==> src/rtl/ras_ctrl_if.sv <==
`default_nettype none
// +----------------------------------------------------------------------+
// | ras_ctrl_if : fetch, resolve, RAS and prediction bundle for ras_ctrl |
// | rev 1.0                                                              |
// +----------------------------------------------------------------------+
interface ras_ctrl_if #(
  parameter int WIDTH = 32
);
  logic             in_valid;
  logic             in_ready;
  logic [WIDTH-1:0] in_pc;
  logic [31:0]      in_instr;
  logic             resolve_valid;
  logic             resolve_mispredict;
  logic             ras_push;
  logic             ras_pop;
  logic             ras_branch;
  logic             ras_close_valid;
  logic             ras_close_invalid;
  logic [WIDTH-1:0] ras_din;
  logic [WIDTH-1:0] ras_dout;
  logic             ras_empty;
  logic             pred_valid;
  logic             pred_hit;
  logic [WIDTH-1:0] pred_target;
  logic             resolve_err;

  modport master (
    output in_valid, in_pc, in_instr, resolve_valid, resolve_mispredict,
           ras_dout, ras_empty,
    input  in_ready, ras_push, ras_pop, ras_branch, ras_close_valid,
           ras_close_invalid, ras_din, pred_valid, pred_hit, pred_target,
           resolve_err
  );

  modport slave (
    input  in_valid, in_pc, in_instr, resolve_valid, resolve_mispredict,
           ras_dout, ras_empty,
    output in_ready, ras_push, ras_pop, ras_branch, ras_close_valid,
           ras_close_invalid, ras_din, pred_valid, pred_hit, pred_target,
           resolve_err
  );
endinterface
`default_nettype wire

==> src/rtl/ras_ctrl.sv <==
`default_nettype none
// +----------------------------------------------------------------------+
// | ras_ctrl : decodes calls/returns/branches into RAS controls and      |
// | forms the return prediction. rev 1.0                                 |
// +----------------------------------------------------------------------+
module ras_ctrl #(
  parameter int WIDTH       = 32,
  parameter int MAXBRANCHES = 16,
  parameter int CNT_W       = 5
) (
  input  logic       clk,
  input  logic       rst_n,
  ras_ctrl_if.slave  bus
);
  localparam logic [CNT_W-1:0] C_MAX  = CNT_W'(MAXBRANCHES);
  localparam logic [CNT_W-1:0] C_ONE  = CNT_W'(1);
  localparam logic [6:0]       C_JAL  = 7'b1101111;
  localparam logic [6:0]       C_JALR = 7'b1100111;
  localparam logic [6:0]       C_BR   = 7'b1100011;

  logic [CNT_W-1:0] count_q, count_d;
  logic             push_q, push_d;
  logic             pop_q, pop_d;
  logic             branch_q, branch_d;
  logic             close_valid_q, close_valid_d;
  logic             close_invalid_q, close_invalid_d;
  logic [WIDTH-1:0] din_q, din_d;
  logic             pred_valid_q, pred_valid_d;
  logic             pred_hit_q, pred_hit_d;
  logic [WIDTH-1:0] pred_target_q, pred_target_d;
  logic             err_q, err_d;

  logic       w_ready, w_accept, w_resolve_ok;
  logic [4:0] w_rd, w_rs1;
  logic       w_link_rd, w_link_rs1, w_jal, w_jalr, w_br;
  logic       unused_instr;

  assign w_rd       = bus.in_instr[11:7];
  assign w_rs1      = bus.in_instr[19:15];
  assign w_link_rd  = (w_rd == 5'd1) || (w_rd == 5'd5);
  assign w_link_rs1 = (w_rs1 == 5'd1) || (w_rs1 == 5'd5);
  assign w_jal      = bus.in_instr[6:0] == C_JAL;
  assign w_jalr     = (bus.in_instr[6:0] == C_JALR) && (bus.in_instr[14:12] == 3'b000);
  assign w_br       = bus.in_instr[6:0] == C_BR;
  assign unused_instr = &{1'b0, bus.in_instr[31:20]};

  // A resolve steals the cycle, so branch-open and branch-close never collide.
  assign w_ready      = rst_n && !bus.resolve_valid && (count_q < C_MAX);
  assign w_accept     = bus.in_valid && w_ready;
  assign w_resolve_ok = bus.resolve_valid && (count_q != '0);

  always_comb begin
    push_d          = w_accept && w_link_rd && (w_jal || w_jalr);
    pop_d           = w_accept && w_jalr && w_link_rs1 && (!w_link_rd || (w_rd != w_rs1));
    branch_d        = w_accept && w_br;
    din_d           = push_d ? bus.in_pc + WIDTH'(4) : '0;
    close_valid_d   = w_resolve_ok && !bus.resolve_mispredict;
    close_invalid_d = w_resolve_ok && bus.resolve_mispredict;
    err_d           = err_q || (bus.resolve_valid && (count_q == '0));

    count_d = count_q;
    if (w_resolve_ok)
      count_d = bus.resolve_mispredict ? '0 : count_q - C_ONE;
    else if (branch_d)
      count_d = count_q + C_ONE;

    // A mispredict flush landing with the prediction kills it.
    pred_valid_d  = pop_q && !close_invalid_d;
    pred_hit_d    = pred_valid_d && !bus.ras_empty;
    pred_target_d = pred_hit_d ? bus.ras_dout : '0;
  end

  always_ff @(posedge clk) begin
    if (!rst_n) begin
      count_q         <= '0;
      push_q          <= 1'b0;
      pop_q           <= 1'b0;
      branch_q        <= 1'b0;
      close_valid_q   <= 1'b0;
      close_invalid_q <= 1'b0;
      din_q           <= '0;
      pred_valid_q    <= 1'b0;
      pred_hit_q      <= 1'b0;
      pred_target_q   <= '0;
      err_q           <= 1'b0;
    end else begin
      count_q         <= count_d;
      push_q          <= push_d;
      pop_q           <= pop_d;
      branch_q        <= branch_d;
      close_valid_q   <= close_valid_d;
      close_invalid_q <= close_invalid_d;
      din_q           <= din_d;
      pred_valid_q    <= pred_valid_d;
      pred_hit_q      <= pred_hit_d;
      pred_target_q   <= pred_target_d;
      err_q           <= err_d;
    end
  end

  assign bus.in_ready          = w_ready;
  assign bus.ras_push          = push_q;
  assign bus.ras_pop           = pop_q;
  assign bus.ras_branch        = branch_q;
  assign bus.ras_close_valid   = close_valid_q;
  assign bus.ras_close_invalid = close_invalid_q;
  assign bus.ras_din           = din_q;
  assign bus.pred_valid        = pred_valid_q;
  assign bus.pred_hit          = pred_hit_q;
  assign bus.pred_target       = pred_target_q;
  assign bus.resolve_err       = err_q;
endmodule
`default_nettype wire

==> src/flat_wrapper.sv <==
// flat-port wrapper written by rule: the top's interface ports become plain ports
module ras_ctrl_flat 
#(
  parameter int WIDTH       = 32,
  parameter int MAXBRANCHES = 16,
  parameter int CNT_W       = 5
)
  (clk, rst_n, bus_in_valid, bus_in_pc, bus_in_instr, bus_resolve_valid, bus_resolve_mispredict, bus_ras_dout, bus_ras_empty, bus_in_ready, bus_ras_push, bus_ras_pop, bus_ras_branch, bus_ras_close_valid, bus_ras_close_invalid, bus_ras_din, bus_pred_valid, bus_pred_hit, bus_pred_target, bus_resolve_err);
  ras_ctrl_if #(.WIDTH(WIDTH)) bus_i ();
  input  logic clk;
  input  logic rst_n;
  input wire logic [$bits(bus_i.in_valid)-1:0] bus_in_valid;
  input wire logic [$bits(bus_i.in_pc)-1:0] bus_in_pc;
  input wire logic [$bits(bus_i.in_instr)-1:0] bus_in_instr;
  input wire logic [$bits(bus_i.resolve_valid)-1:0] bus_resolve_valid;
  input wire logic [$bits(bus_i.resolve_mispredict)-1:0] bus_resolve_mispredict;
  input wire logic [$bits(bus_i.ras_dout)-1:0] bus_ras_dout;
  input wire logic [$bits(bus_i.ras_empty)-1:0] bus_ras_empty;
  output wire logic [$bits(bus_i.in_ready)-1:0] bus_in_ready;
  output wire logic [$bits(bus_i.ras_push)-1:0] bus_ras_push;
  output wire logic [$bits(bus_i.ras_pop)-1:0] bus_ras_pop;
  output wire logic [$bits(bus_i.ras_branch)-1:0] bus_ras_branch;
  output wire logic [$bits(bus_i.ras_close_valid)-1:0] bus_ras_close_valid;
  output wire logic [$bits(bus_i.ras_close_invalid)-1:0] bus_ras_close_invalid;
  output wire logic [$bits(bus_i.ras_din)-1:0] bus_ras_din;
  output wire logic [$bits(bus_i.pred_valid)-1:0] bus_pred_valid;
  output wire logic [$bits(bus_i.pred_hit)-1:0] bus_pred_hit;
  output wire logic [$bits(bus_i.pred_target)-1:0] bus_pred_target;
  output wire logic [$bits(bus_i.resolve_err)-1:0] bus_resolve_err;
  assign bus_i.in_valid = bus_in_valid;
  assign bus_i.in_pc = bus_in_pc;
  assign bus_i.in_instr = bus_in_instr;
  assign bus_i.resolve_valid = bus_resolve_valid;
  assign bus_i.resolve_mispredict = bus_resolve_mispredict;
  assign bus_i.ras_dout = bus_ras_dout;
  assign bus_i.ras_empty = bus_ras_empty;
  assign bus_in_ready = bus_i.in_ready;
  assign bus_ras_push = bus_i.ras_push;
  assign bus_ras_pop = bus_i.ras_pop;
  assign bus_ras_branch = bus_i.ras_branch;
  assign bus_ras_close_valid = bus_i.ras_close_valid;
  assign bus_ras_close_invalid = bus_i.ras_close_invalid;
  assign bus_ras_din = bus_i.ras_din;
  assign bus_pred_valid = bus_i.pred_valid;
  assign bus_pred_hit = bus_i.pred_hit;
  assign bus_pred_target = bus_i.pred_target;
  assign bus_resolve_err = bus_i.resolve_err;
  ras_ctrl #(.WIDTH(WIDTH), .MAXBRANCHES(MAXBRANCHES), .CNT_W(CNT_W)) u_core (.clk(clk), .rst_n(rst_n), .bus(bus_i));
endmodule
==> config.mk <==
export PLATFORM = sky130hd
export DESIGN_NAME = ras_ctrl_flat
export DESIGN_NICKNAME = d
export VERILOG_FILES = /design/src/rtl/ras_ctrl_if.sv /design/src/rtl/ras_ctrl.sv /design/src/flat_wrapper.sv
export SDC_FILE = /design/constraint.sdc
export NUM_CORES = 1
export LEC_CHECK = 0
export BUFFER_PORTS_ARGS = -buffer_cell sky130_fd_sc_hd__buf_2
export CORE_MARGIN = 2
export CORE_UTILIZATION = 25
export DETAILED_ROUTE_END_ITERATION = 7
export PLACE_DENSITY_LB_ADDON = 0.2
export SYNTH_ARGS = -nofsm -noshare
export SYNTH_HDL_FRONTEND = slang
export SYNTH_SLANG_ARGS = --single-unit
==> constraint.sdc <==
create_clock -name clk -period 2.7 [get_ports clk]
set_clock_uncertainty 0.1 [all_clocks]
set_input_delay 0.135 -clock clk [delete_from_list [all_inputs] [get_ports clk]]
set_output_delay 0.135 -clock clk [all_outputs]
set_load 0.01 [all_outputs]
* Word level (Yosys, flattened, before mapping)
Cells that the tools add are included.
W data, S select, Z words.
** Word-level totals
- Input bits :: 102
- Register bits after elaboration :: 77
- Word-level logic and storage cells :: 58
- Output and inout port bits :: 73
** Cells by class
- Reduce and logical (&&, ||, !) cells :: 32
- Add/subtract/negate cells :: 3
- Mux-type cells :: 3
- Magnitude comparators :: 1
- Equal/unequal tests :: 8
** Operator list (count)
- $add A32 B3 Y32 const B :: 1
- $eq A7 B7 Y1 const B :: 3
- $logic_and A1 B1 Y1 :: 16
- $mux W5 :: 3
- $eq A5 B1 Y1 const B :: 2
- $eq A5 B3 Y1 const B :: 2
- $add A5 B1 Y5 const B :: 1
- $logic_not A1 Y1 :: 5
- $logic_not A5 Y1 :: 1
- $logic_or A1 B1 Y1 :: 5
- $lt A5 B5 Y1 const B :: 1
- $ne A5 B5 Y1 :: 1
- $reduce_bool A5 Y1 :: 1
- $sub A5 B1 Y5 const B :: 1
- $reduce_and A2 Y1 :: 2
- $logic_not A3 Y1 :: 1
- $reduce_bool A2 Y1 :: 1

* Longest topological paths before layout
Gate-level depths: netlist (run 1).
- Depth after elaboration :: 7
- Gate-level depth with buffers :: 8
- Gate-level depth less buffers :: 7

* Worst setup path before layout (run 1)
Ideal clock, no wire load.
- Path type :: reg2reg
- From :: register u_core.count_q[0]
- To :: register u_core.pred_target_q[17] (netlist: u_core.bus.pred_target[17])
- Required time :: 2.485 ns
- Buffers on the path :: 1
- Data arrival time :: 1.595 ns
- Cell stages (with the launch flop) :: 9
- Slack :: 0.890 ns
- Setup time :: 0.115 ns
- Clock period less this slack :: 1.810 ns
- Cell sequence :: dfxtp_1 -> inv_1 -> ha_1 -> nor4b_2 -> nor2b_1 -> a21oi_1 -> and2b_1 -> buf_2 -> and2_1
** On the way
- Cells in the longest elaborated chain, start to end :: 7
** Ends and longest elaborated chain
- from (decl) :: RTL line ras_ctrl.sv:21 : logic [CNT_W-1:0] count_q, count_d;
- from (signal assigned) :: RTL line ras_ctrl.sv:87 : count_q <= count_d;
- $reduce_bool A5 Y1 :: RTL line ras_ctrl.sv:50 : assign w_resolve_ok = bus.resolve_valid && (count_q != '0);
- $logic_and A1 B1 Y1 :: RTL line ras_ctrl.sv:50
- $logic_and A1 B1 Y1 :: RTL line ras_ctrl.sv:58 : close_invalid_d = w_resolve_ok && bus.resolve_mispredict;
- $logic_not A1 Y1 :: RTL line ras_ctrl.sv:68 : pred_valid_d = pop_q && !close_invalid_d;
- $logic_and A1 B1 Y1 :: RTL line ras_ctrl.sv:68
- $logic_and A1 B1 Y1 :: RTL line ras_ctrl.sv:69 : pred_hit_d = pred_valid_d && !bus.ras_empty;
- $reduce_and A2 Y1 (no source line)
- to (signal assigned) :: RTL line ras_ctrl.sv:96 : pred_target_q <= pred_target_d;
- to (decl) :: RTL line ras_ctrl.sv:30 : logic [WIDTH-1:0] pred_target_q, pred_target_d;
Every way passes these cells.
A chain may end at the register's enable or synchronous reset.

* Worst setup path in the final report (run 1)
- From :: input port bus_in_instr[16]
- To :: register u_core.pop_q (netlist: u_core.bus.ras_pop)
** On the way
- Cells in the longest elaborated chain, start to end :: 4
- Elaborated cells on any way between the ends :: 7
- Classes of those cells :: eq/ne: 3; reduce/logical: 4
** Ends and longest elaborated chain
- from (decl) :: RTL line flat_wrapper.sv:14 : input wire logic [$bits(bus_i.in_instr)-1:0] bus_in_instr;
- $eq A5 B1 Y1 / $eq A5 B3 Y1 (equally long branches) :: RTL line ras_ctrl.sv:41 : assign w_link_rs1 = (w_rs1 == 5'd1) || (w_rs1 == 5'd5);
- $logic_or A1 B1 Y1 :: RTL line ras_ctrl.sv:41
- $logic_and A1 B1 Y1 :: RTL line ras_ctrl.sv:54 : pop_d = w_accept && w_jalr && w_link_rs1 && (!w_link_rd || (w_rd != w_rs1));
- $logic_and A1 B1 Y1 * :: RTL line ras_ctrl.sv:54
- to (signal assigned) :: RTL line ras_ctrl.sv:89 : pop_q <= pop_d;
- to (decl) :: RTL line ras_ctrl.sv:23 : logic pop_q, pop_d;
Every way passes the cells marked *; elsewhere a longest branch is shown, timed or not.

==> reports/qor.txt, run 1 <==
Core area - 11,500 sq um
CP Class - primary input to flip-flop
Io pins - 175
Overflow after GRT - 0
Slew Limit Headroom - 73.6%
Register bit count reported by yosys - 77
N_diodes - 0
Nets - 635
Ys async rst share - 0%
Final HPWL DP - 5910 um
Met3 Use GR - 4.07%
Grt met1 use - 14.8%
Die Wd - 113 um
Crit path time final - 2.30 ns
Clk Latency, worst-skew pair - 0.33 ns
Synth area leader - dfxtp_1
Worst setup SP type - primary input
P per Cell Area - 588 nW/um^2
Synth cell types - 44
Critical path endpoint category - flip-flop
Drt first-iter violations - 127
Ys flop type - dfxtp_1
Share of the synthesized area in the top cell type - 51.9%
Final Max Slew Viols - 0
Max-cap violations - 0
Area Growth Syn to Fin - 63.0%
CP most frequent cell - dlygate4sd3_1
IO buf count - 162
Reg clk slew, reported paths - 0.06 ns
Data arrival, critical path - 2.45 ns
Vias post-DR - 2,857
Fin crit share - 85.3%
CP delay by family, top - buffers and inverters
Final Setup Violations - 0
Placed cells - 603
Violated checks - design-rule violations
CP max stage cell - dlygate4sd3_1
Die height - 113 um
Worst vdd ir - 0.218 mV
Critical-path cell list - dlygate4sd3_1, buf_2, nor4b_1, dlygate4sd3_1, nand3_1, dlygate4sd3_1, a211oi_1
Outcome - complete, but fails checks
CP max stage delay - 0.58 ns
Critical path buffer and inverter count - 4
GRT Overall Usage - 13.0%
Clock sinks - 77
Initial core utilization - 25.8%
H-Tree Depth - 3
Syn Inst Count - 308
Drt wl/cell - 12.1 um
Die ar. - 12,800 sq um
Crit path max fanout - 1
Cell Area, Synth - 2970 sq um
Pin count of the biggest net entering global routing - 34
Vias in the first global route - 2,864
Cell leakage power - 0.00227 uW
Worst-margin pin slew - 0.390 ns
First-pass GRT wire length - 13,200 um
First drt pass iteration count - 6
Root Buffer - clkbuf_16
Share of cells above drive strength 1 - 36.9%
Sequential-to-total area share from yosys stat - 51.9%
Synth warn - 0
Hold Vio Cnt, Final - 0
Syn Area/Cell - 9.64 sq um
Initial antenna violation count - 0
Hold WC Path Type - primary input to flip-flop
RSZ-0062 raised after global routing - false
Vias per Instance - 4.22
Post-route insts no fill - 677
Clock buffer depth - 2
Fin Setup TNS - 0 ns
Synthesized net count - 413
Final Wtd Congestion - 0.817
CTS tree - built
CTS Buf Count - 9
Post-route ant nets - 0
DRC Markers - 13
Routing usage on met2 - 22.0%
Final wirelength - 8200 um
Main area contributors after synthesis - dfxtp_1, and2_1, xnor2_1, nor2_1, nor4_2
F_max - 434 MHz
Busiest layer in global routing - met2
EDFF count, synth - 0
Std-Cell Rows - 39
Critical Path RT - 2.85 ns
==> cells in the final DEF (no fill, tap or decap), drive strengths merged, types with 4 or more instances in the layout <==
cell / count
dfxtp: 77
o21ai: 5
nor2b: 4
clkbuf: 12
nand2: 15
inv: 14
xor2: 7
xnor2: 22
nor2: 45
nand4: 6
and3: 6
nor3: 5
nor4b: 4
nand3: 12
nor4: 9
a21oi: 6
buf: 164
dlygate4sd3: 59
and2: 33
==> cells by family after synthesis <==
kind of cell    Yosys count  share of synthesized area, %
buf+inv                  26                          3.71
simple gates            151                          29.6
xor+xnor                 29                          8.55
flops                    77                          51.9
fa+ha+maj                 3                          1.26
mux                       1                         0.337
compound gates           21                          4.64
==> power breakdown <==
part           total [uW]  internal [uW]  switching, uW
logic                 336            185            151
clock network        1320            879            445
registers            1190           1160           29.8
==> flip-flops by register name, summed over array words and instances (netlist names) <==
signal / cells
u_core.bus.pred_hit: 1
u_core.bus.pred_valid: 1
u_core.bus.ras_pop: 1
u_core.count_q: 5
u_core.bus.ras_branch: 1
u_core.bus.pred_target: 32
u_core.bus.resolve_err: 1
u_core.bus.ras_push: 1
u_core.bus.ras_close_valid: 1
u_core.bus.ras_din: 32
u_core.bus.ras_close_invalid: 1
==> per-stage QoR <==
stage	util [%]	power, uW	setup slack, ns	hold WS (ns)	cell area (sq um)
final	42.0	2850	0.396	0.0174	4840
after global routing	42.0	2990	0.291	0.0136	4840
after CTS	42.0	2890	0.401	0.00146	4840
after detailed placement	34.0	1480	0.558	0.236	3920
after global placement	34.0	1470	0.561	0.230	3920
after floorplan	-	1360	0.890	0.107	2970
==> layout make-up <==
class | instances | area [sq um]
Clock inverter | 3 | 67.6
Sequential cell | 77 | 1540
Timing Repair Buffer | 223 | 1420
Inverter | 14 | 52.6
Multi-Input combinational cell | 205 | 1320
Tap cell | 143 | 179
Fill cell | 1141 | 6680
Clock buffer | 12 | 267
==> repair_timing <==
action	4_1_cts	5_1_grt
hold buffers	59	0
resized for setup	0	0
buffers inserted	0	0
hold endpoints to repair	54	0
==> synth_stat cells, types with 7 or more instances <==
| cell | count |
|---|---|
| xor2_1 | 7 |
| and2_1 | 33 |
| nor2_1 | 39 |
| xnor2_1 | 22 |
| clkbuf_1 | 7 |
| nand3_1 | 11 |
| inv_1 | 12 |
| nand2_1 | 15 |
| dfxtp_1 | 77 |
==> metal layers <==
layer	part of all wire (%)	vias to the layer above
li1	-	1461
met1	43	1266
met2	47	114
met3	7.6	16
met4	2.2	0
met5	0	-
==> worst min-delay path, cell delays in order <==
cell     delay [ns]
buf_2          0.11
xnor2_1        0.07
nor2_1         0.09
==> worst paths after layout <==
check	from	to	slack (ns)	depth (start not counted)
setup / recovery	bus_in_instr[16]	u_core.bus.ras_pop	0.40	7
hold / removal	bus_in_pc[15]	u_core.bus.ras_din[15]	0.02	3
setup reg to reg	u_core.count_q[1]	u_core.bus.pred_target[29]	0.58	8
hold reg to reg	u_core.bus.resolve_err	u_core.bus.resolve_err	0.39	2
Power figures use the tool's default switching activity.
==> run 2, diff against run 1 <==
--- a/config.mk
+++ b/config.mk
@@ -6,7 +6,7 @@
 export NUM_CORES = 1
 export LEC_CHECK = 0
 export BUFFER_PORTS_ARGS = -buffer_cell sky130_fd_sc_hd__buf_2
-export CORE_MARGIN = 2
+export CORE_MARGIN = 4
 export CORE_UTILIZATION = 25
 export DETAILED_ROUTE_END_ITERATION = 7
 export PLACE_DENSITY_LB_ADDON = 0.2
==> constraint.sdc (replaced) <==
create_clock -name clk -period 2.7 [get_ports clk]
set_clock_uncertainty 0.1 [all_clocks]
set_input_delay 0.405 -clock clk [delete_from_list [all_inputs] [get_ports clk]]
set_output_delay 0.405 -clock clk [all_outputs]
set_load 0.01 [all_outputs]
==> run 2 against run 1 <==
The run now ends clean; routed wire length down 4.1%; die area increased by 7.2%; register-to-register slack got worse by 0.02 ns; non-clock buffer count fell by 58; worst setup slack improved by 0.16 ns; sequential power about the same; cell area decreased by 12%; clock power hardly changed; hold slack gained 0.15 ns; largest power group unchanged.
==> reports/qor.txt, run 2 (same netlist as run 1, synthesis figures left out) <==
Placed cells - 604 (+0.17%)
Worst hold path depth - 2 (-1)
Initial antenna violation count - 0 (unchanged)
Worst-margin pin slew - 0.384 ns (-0.00600 ns)
Reg clk slew, reported paths - 0.06 ns (about the same)
Die Wd - 117 um (+3.5%)
Data arrival, critical path - 2.32 ns (-0.13 ns)
Outcome - finished, final reports clean
WHS Endpoint - u_core.bus.ras_din[2]
Overflow after GRT - 0 (unchanged)
Share of cells above drive strength 1 - 41.5% (+4.6 points)
Slew Limit Headroom - 74.0% (+0.41 points)
Io pins - 175 (unchanged)
Vias per Instance - 4.23 (+0.33%)
Reg-to-Reg End - u_core.bus.pred_target[17]
Max-cap violations - 0 (unchanged)
RSZ-0062 raised after global routing - false
Drt wl/cell - 12.7 um (+4.7%)
Area Growth Syn to Fin - 43.2%
Pre-CTS setup slack - 0.523 ns (-0.0349 ns)
CTS Buf Count - 9 (unchanged)
Final HPWL DP - 6190 um (+4.7%)
First drt pass iteration count - 4 (-2)
Crit path time final - 2.14 ns (-0.161 ns)
# resized after CTS - 0 (unchanged)
IO buf count - 162 (unchanged)
Crit path max fanout - 33 (+32)
Hold WC Path Type - primary input to flip-flop
CTS tree - built
Final Setup Violations - 0 (unchanged)
Hold-fix buffers, CTS - 0 (-100%)
Most frequent cells in the layout - buf_2, dfxtp_1, nor2_1, and2_1, xnor2_1
Final wirelength - 7860 um (-4.1%)
Fin Setup TNS - 0 ns (unchanged)
Core area - 11,500 sq um (unchanged)
Root Buffer - clkbuf_16
R2r worst-path depth - 8 (unchanged)
First-pass GRT wire length - 12,600 um (-5.0%)
Min-Delay Startpoint - bus_in_pc[2]
Vias post-DR - 2,625 (-8.1%)
DRC Markers - 0 (-13)
Critical path endpoint category - flip-flop
Pin count of the biggest net entering global routing - 34 (unchanged)
Vias in the first global route - 2,608 (-8.9%)
Final Max Slew Viols - 0 (unchanged)
H-Tree Depth - 3 (unchanged)
Die height - 117 um (+3.5%)
Clk Latency, worst-skew pair - 0.33 ns (about the same)
Std-Cell Rows - 39 (unchanged)
Worst setup SP type - flip-flop
Clock buffer depth - 2 (unchanged)
Post-CTS Setup Inserts - 0 (unchanged)
Clock sinks - 77 (unchanged)
Drt first-iter violations - 64 (-50%)
Nets - 577 (-9.1%)
F_max - 467 MHz (+7.5%)
Worst vdd ir - 0.221 mV (+1.2%)
Final Wtd Congestion - 0.810 (-0.87%)
P per Cell Area - 648 nW/um^2 (+10%)
Post-route ant nets - 0 (unchanged)
Fin crit share - 79.4% (-6.0 points)
Fin Hold WS - 0.163 ns (+0.146 ns)
N_diodes - 0 (unchanged)
Worst R2R Setup Slack - 0.56 ns (-0.02 ns)
PnR worst setup slack - 0.557 ns (+0.161 ns)
Initial core utilization - 25.8% (unchanged)
Critical Path RT - 2.88 ns (+0.03 ns)
Cell leakage power - 0.00203 uW (-11%)
Crit Reg-Reg Startpoint - u_core.count_q[1]
Die ar. - 13,700 sq um (+7.2%)
CP Class - flip-flop to flip-flop
Hold Vio Cnt, Final - 0 (unchanged)
Commonest non-fill, non-tap cell in the layout - buf_2
GRT Overall Usage - 11.8% (-1.2 points)
Post-route insts no fill - 620 (-8.4%)
-- run 2: worst max path at each step --
stage | start | end | slack (ns)
3_3_place_gp | u_core.count_q[1] | u_core.bus.pred_target[18] | 0.55
4_1_cts | u_core.count_q[1] | u_core.bus.pred_target[11] | 0.51
2_1_floorplan | bus_in_pc[14] | u_core.bus.ras_din[26] | 0.88
3_5_place_dp | u_core.count_q[1] | u_core.bus.pred_target[17] | 0.52
5_1_grt | u_core.count_q[1] | u_core.bus.pred_target[11] | 0.30
6_report | u_core.count_q[1] | u_core.bus.pred_target[17] | 0.56
-- run 2: final cells by class --
| type | instances | area, sq um |
|---|---|---|
| clock buffers | 12 | 256 |
| clock inverters | 4 | 70.1 |
| fillers | 1199 | 7270 |
| inverters | 14 | 52.6 |
| multi-input cells | 205 | 1320 |
| flip-flops and latches | 77 | 1540 |
| well taps | 143 | 179 |
| repair buffers | 165 | 833 |
-- run 2: power by group --
group          total (uW)  internal, uW  switching (uW)
clock network        1300           856             446
registers            1190          1160            28.8
logic                 268           130             139
total                2760          2140             613
-- run 2: worst max-delay path, cell delays in order (launching register included) --
cell and delay (ns):
dfxtp_1 0.35, inv_1 0.10, ha_1 0.23, nor4b_2 0.36, nor2b_1 0.15, a21oi_1 0.22
and2b_1 0.14, buf_4 0.25, and2_1 0.17
-- run 2: layer usage --
| layer | up-vias | global-route usage [%] | wire, um |
|---|---|---|---|
| li1 | 1347 | - | - |
| met3 | 12 | 5.04 | 829 |
| met1 | 1155 | 14.0 | 3300 |
| met5 | - | 0 | 0 |
| met4 | 0 | 6.19 | 181 |
| met2 | 111 | 18.2 | 3550 |
-- run 2: through the flow --
stage | instance area [sq um] | total power, uW | utilization (%)
global placement | 3920 | 1480 | 34.1
detailed placement | 3920 | 1480 | 34.1
global route | 4250 | 2900 | 36.9
floorplan | 2970 | 1360 | -
finish | 4250 | 2760 | 36.9
CTS | 4250 | 2810 | 36.9
